`config.mk`:
```
export PLATFORM = sky130hd
export DESIGN_NAME = prt_vtb_vps_rx
export DESIGN_NICKNAME = d
export VERILOG_FILES = /design/src/rtl/prt_vtb_vps_rx.sv
export SDC_FILE = /design/constraint.sdc
export NUM_CORES = 1
export LEC_CHECK = 0
export ABC_AREA = 0
export CAP_MARGIN = 40
export CORE_ASPECT_RATIO = 1.4
export CORE_MARGIN = 5
export CORE_UTILIZATION = 50
export DETAILED_ROUTE_END_ITERATION = 10
export GPL_ROUTABILITY_DRIVEN = 0
export GPL_TIMING_DRIVEN = 0
export PLACE_DENSITY = 0.75
export SYNTH_ARGS = -nofsm -noshare
export SYNTH_HDL_FRONTEND = slang
export SYNTH_SLANG_ARGS = --single-unit
```
`constraint.sdc`:
```
create_clock -name VID_CLK_IN -period 3.1 [get_ports VID_CLK_IN]
set_input_delay 0.62 -clock VID_CLK_IN [delete_from_list [all_inputs] [get_ports VID_CLK_IN]]
set_output_delay 0.62 -clock VID_CLK_IN [all_outputs]
set_load 0.005 [all_outputs]
```
`src/rtl/prt_vtb_vps_rx.sv`:
```
// prt_vtb_vps_rx: VPS stream receiver committing a parameter set after two identical sweeps
// Optional frame-synchronous commit via PRT_VTB_VPS_RX_FSYNC_EN (adds VID_VS_IN).
module prt_vtb_vps_rx #(
  parameter int P_VPS_WORDS = 16,
  parameter int P_IDX_WIDTH = 4,
  parameter int P_DAT_WIDTH = 16
) (
  input  logic                               VID_CLK_IN,
  input  logic                               VID_RST_IN,
  input  logic [P_IDX_WIDTH-1:0]             VPS_IDX_IN,
  input  logic [P_DAT_WIDTH-1:0]             VPS_DAT_IN,
  input  logic                               VPS_VLD_IN,
`ifdef PRT_VTB_VPS_RX_FSYNC_EN
  input  logic                               VID_VS_IN,
`endif
  output logic [P_VPS_WORDS*P_DAT_WIDTH-1:0] VPS_OUT,
  output logic                               LOCK_OUT,
  output logic                               CHG_OUT,
  output logic                               ERR_OUT
);
  localparam int N = P_VPS_WORDS * P_DAT_WIDTH;
  localparam logic [P_IDX_WIDTH-1:0] LAST = P_IDX_WIDTH'(P_VPS_WORDS - 1);
  localparam logic [P_IDX_WIDTH-1:0] ONE  = P_IDX_WIDTH'(1);
  typedef enum logic {HUNT, RUN} state_t;
  state_t                 state_q, state_d;
  logic [P_IDX_WIDTH-1:0] exp_q, exp_d;
  logic [N-1:0]           stage_q, stage_d, cand_q, cand_d, active_q, active_d;
  logic                   done_q, done_d, lock_q, lock_d, chg_q, chg_d, err_q, err_d, seen_q, seen_d;
  logic                   wr;
`ifdef PRT_VTB_VPS_RX_FSYNC_EN
  logic                   pend_q, pend_d, vs_q, vs_p_q;
`endif
  // all state registers, cleared asynchronously
  always_ff @(posedge VID_CLK_IN or negedge VID_RST_IN) begin
    if (!VID_RST_IN) begin
      state_q  <= HUNT;
      exp_q    <= '0;
      stage_q  <= '0;
      cand_q   <= '0;
      active_q <= '0;
      done_q   <= 1'b0;
      lock_q   <= 1'b0;
      chg_q    <= 1'b0;
      err_q    <= 1'b0;
      seen_q   <= 1'b0;
`ifdef PRT_VTB_VPS_RX_FSYNC_EN
      pend_q   <= 1'b0;
      vs_q     <= 1'b0;
      vs_p_q   <= 1'b0;
`endif
    end else begin
      state_q  <= state_d;
      exp_q    <= exp_d;
      stage_q  <= stage_d;
      cand_q   <= cand_d;
      active_q <= active_d;
      done_q   <= done_d;
      lock_q   <= lock_d;
      chg_q    <= chg_d;
      err_q    <= err_d;
      seen_q   <= seen_d;
`ifdef PRT_VTB_VPS_RX_FSYNC_EN
      pend_q   <= pend_d;
      vs_q     <= VID_VS_IN;
      vs_p_q   <= vs_q;
`endif
    end
  end
  // sweep tracker: follows expected index, captures words into stage, flags completion and errors
  always_comb begin
    state_d = state_q;
    exp_d   = exp_q;
    stage_d = stage_q;
    done_d  = 1'b0;
    err_d   = 1'b0;
    wr      = 1'b0;
    if (VPS_VLD_IN) begin
      if (state_q == HUNT) begin
        if (VPS_IDX_IN == '0) begin
          wr      = 1'b1;
          exp_d   = ONE;
          state_d = RUN;
        end
      end else if (VPS_IDX_IN == exp_q) begin
        wr     = 1'b1;
        done_d = (exp_q == LAST);
        exp_d  = done_d ? '0 : exp_q + ONE;
      end else begin
        err_d = 1'b1;
        if (VPS_IDX_IN == '0) begin
          wr    = 1'b1;
          exp_d = ONE;
        end else begin
          state_d = HUNT;
          exp_d   = '0;
        end
      end
    end
    if (wr) stage_d[int'(VPS_IDX_IN)*P_DAT_WIDTH +: P_DAT_WIDTH] = VPS_DAT_IN;
  end
  // qualification: compare the finished sweep against active and candidate sets
  always_comb begin
    active_d = active_q;
    cand_d   = cand_q;
    lock_d   = lock_q;
    chg_d    = 1'b0;
    seen_d   = seen_q;
`ifdef PRT_VTB_VPS_RX_FSYNC_EN
    pend_d   = pend_q;
`endif
    if (done_q) begin
      if (stage_q == active_q) begin
        if (seen_q) lock_d = 1'b1;
      end else if (stage_q == cand_q) begin
`ifdef PRT_VTB_VPS_RX_FSYNC_EN
        pend_d   = 1'b1;
        lock_d   = 1'b0;
`else
        active_d = stage_q;
        chg_d    = 1'b1;
        lock_d   = 1'b1;
        seen_d   = 1'b1;
`endif
      end else begin
        cand_d = stage_q;
        lock_d = 1'b0;
      end
    end
`ifdef PRT_VTB_VPS_RX_FSYNC_EN
    if (vs_q && !vs_p_q && pend_q) begin
      active_d = cand_q;
      chg_d    = 1'b1;
      pend_d   = 1'b0;
      lock_d   = 1'b1;
      seen_d   = 1'b1;
    end
`endif
    if (err_d) lock_d = 1'b0;
  end
  assign VPS_OUT  = active_q;
  assign LOCK_OUT = lock_q;
  assign CHG_OUT  = chg_q;
  assign ERR_OUT  = err_q;
endmodule

```
==> run_results.csv <==
group,metric,value,unit
die,design.core.area,69320,µm²
synth,ys_seq_area_frac,0.5560,
power_and_ir_drop,p_int,15.23,mW
status,status,"finished, violations left",
die,die_w,233.7,µm
status,violations,"setup timing",
die,die_height,323.1,µm
route,wl_per_cell,34.01,µm
setup_path,crit_path_max_fanout,9,
timing,max_freq,256.8,MHz
die,dieArea,75500,µm²
power_and_ir_drop,irDropWorstVdd,0.3416,mV
timing,hold_slack,504.6,ps
timing,relSlewSlack,0.3038,
setup_path,required,3610,ps
setup_path,arrival,4400,ps
clock_tree,cts_max_level,3,
clock_tree,clockBufferDepth,3,
synth,synth_edf_count,0,
clock_tree,cts_tree,"done",
synth,synth_top_cell_by_area,"dfrtp_1",
setup_path,cp-end-kind,"register",
place,port_buffers,280,
global_routing,grt_pass1_vias,25600,
timing,skew,46.44,ps
global_routing,antenna_found_initial,5,
die,rows,114,
synth,ys_ff_latch,778,
timing,rsz0062_at_grt,"true",
die,io_pins,282,
power_and_ir_drop,leakage,19.94,nW
finish,finalNetCount,3123,
synth,avgSynthCellArea,13.41,µm²
global_routing,grt_pass1_wl,179700,µm
finish,drive_gt1_frac,0.3371,
global_routing,overflow,0,
synth,synth_top_area_share,0.5560,
global_routing,track_usage,0.3332,
hold_path,hp-class,"in -> reg",
synth,ys_warn_count,0,
synth,synth_nets,2638,
place,dp_hpwl,88860,µm
route,num_vias,25840,
synth,synth_common_cells,"dfrtp_1 (778), mux2_2 (658), xnor2_1 (516)",
synth,netlist_area,35020,µm²
synth,synth-main-ff-cell,"dfrtp_1",
synth,yosys-top-cells-area,"dfrtp_1 (56%), mux2_2 (21%), xnor2_1 (13%), nand4_1 (2.5%), nand2_1 (1.6%)",
power_and_ir_drop,combinationalPowerShare,0.036,
timing,worst_slack,-793.4,ps
setup_path,crit_chain,"xnor2_1 > nand4_1 > nor4_4 > nand4_1 > buf_6 > buf_4 > nor4_4 > and3b_2 > buf_12 > clkbuf_16 > clkbuf_16 > mux2_2",
route,routed_via_density,6.328,
clock_tree,clk_pin_slew,70,ps
clock_tree,cts_buffers,73,
global_routing,grt_max_degree,126,
clock_tree,clkLatencyLatePin,650,ps
synth,synth_cell_types,42,
timing,setup_viol,619,
synth,synthArstFlopShare,1.000,
route,dr.first_iter.drc_count,3495,
clock_tree,clkSinkCount,778,
clock_tree,cts-root-buf,"clkbuf_16",
synth,synth.most_common_cell,"dfrtp_1",
timing,period_minus_slack,3893,ps
route,firstDrtPassIters,7,
place,dpl_cell_area,39670,µm²
route,drc,0,
power_and_ir_drop,power.density,444.2,nW/µm²
finish,design_area,44760,µm²
power_and_ir_drop,power.switching,4.649,mW
setup_path,cp_slowest_cell,"nand4_1",
job,drv_cap,0,
synth,netlist_instances,2612,
power_and_ir_drop,power_switching_share,0.2338,
timing,finalCritPeriodShare,1.256,
finish,syn_to_final_growth,27.83,%
timing,hold_viol_final,0,
timing,tightest_slew,1044,ps
route,postRouteAntennaNets,0,
route,routed_wl,138900,µm
die,start_util,0.5051,
timing,drv_slew,0,
setup_path,criticalPathCategory,"reg -> reg",
power_and_ir_drop,pwr-share-seq,0.513,
setup_path,cpPeakStageDelay,560,ps
setup_path,critPathLaunchType,"register",
power_and_ir_drop,clkPwrFrac,0.451,
[state kept, by name (all words and copies together) (netlist names)]
signal,cells
VPS_OUT,256
cand_q,256
stage_q,256
exp_q,4
CHG_OUT,1
ERR_OUT,1
LOCK_OUT,1
done_q,1
seen_q,1
state_q,1
[worst max-delay path, delay by kind of cell, from the launching register on]
kind	cells	cell delay, ps
AND/OR/NAND/NOR	5	1840
buffers and inverters	5	850
flip-flops	1	490
multiplexers	1	290
XOR/XNOR	1	250
[layer usage]
| layer | GRT usage | share of wire |
|---|---|---|
| met4 | 0.2410 | 0.11 |
| met2 | 0.5306 | 0.44 |
| met3 | 0.08982 | 0.12 |
| met1 | 0.3888 | 0.33 |
| met5 | 0 | 0 |
[per-stage QoR]
step / TNS, ps / utilization / power (mW) / setup slack, ps / instances
2_1_floorplan: 0 / - / 10.56 / 76.63 / 2612
3_3_place_gp: - / 0.5623 / 11.00 / -32150 / 3820
3_5_place_dp: -674350 / 0.5723 / 11.05 / -1596 / 3864
4_1_cts: -29700 / 0.6251 / 19.76 / -155.9 / 4029
5_1_grt: -307790 / 0.6455 / 20.29 / -658.2 / 4079
6_report: -348310 / 0.6457 / 19.88 / -793.4 / 4084
[what timing repair did]
action	4_1_cts	5_1_grt
endpoints found under the setup margin	759	774
hold buffers	1	0
pin swaps	25	23
buffers inserted	35	32
hold endpoints to repair	51	0
resized for setup	236	129
cloned	10	25
[power groups by stage]
stage               combinational (mW)  sequential (mW)  clock [mW]
finish                           0.714             10.2        8.96
CTS                              0.678             10.2        8.88
detailed placement               0.657             10.4           0
global placement                 0.575             10.4           0
floorplan                        0.173             10.4           0
global route                     0.745             10.2        9.35
[path summary, 6_finish.rpt]
kind                               start            to  slack [ps]  depth (start not counted)
hold reg to reg                   seen_q        seen_q         510                          1
min in group asynchronous     VID_RST_IN   VPS_OUT[46]         510                          2
max in group asynchronous     VID_RST_IN   stage_q[17]         230                          6
hold / removal             VPS_IDX_IN[2]    stage_q[3]         500                          4
setup reg to reg             VPS_OUT[25]  VPS_OUT[153]        -790                         12
setup / recovery             VPS_OUT[25]  VPS_OUT[153]        -790                         12
[placed cells by master, fill, tap and decap left out, drive strengths merged]
cell,count
ha,3
o41ai,1
buf,156
and4,1
clkdlybuf4s50,277
o221ai,1
a21boi,1
inv,25
mux2i,1
nor2b,1
o31ai,11
diode,6
or2,3
nor3,4
nand4,140
or3,4
nand3,32
dlygate4sd2,2
o21ai,94
a21oi,2
mux2,667
a21o,1
and3b,1
and3,1
clkbuf,199
dfrtp,778
nand2b,4
nor4,36
nor3b,1
xor2,1
and2,1
nand2,150
clkinvlp,2
nor2,16
dlygate4sd3,1
o221a,1
clkinv,14
xnor2,517
[cells by family (layout without fill, tap and decap cells)]
family,Yosys count,in the layout,synth area share
adders and majority gates,3,3,0.001072
DFF,778,778,0.5560
xor gates and xnor gates,518,518,0.1298
muxes,668,668,0.2157
buffers and inverters,138,676,0.01976
and+or+nand+nor,395,395,0.06035
other,0,6,0
AOI/OAI and AO/OA,112,112,0.01733
[cell type report]
cell class                      instances  area (µm²)
Inverter                               23       86.33
Antenna cell                            6       15.01
Clock buffer                          110        2191
Timing Repair Buffer                  411        4837
Tap cell                              928        1161
Multi-Input combinational cell       1696       15280
Fill cell                            4928       24560
Clock inverter                         18       106.4
Sequential cell                       778       19500
Buffer                                114        1587
No activity file was read; power rests on OpenSTA's default activity.
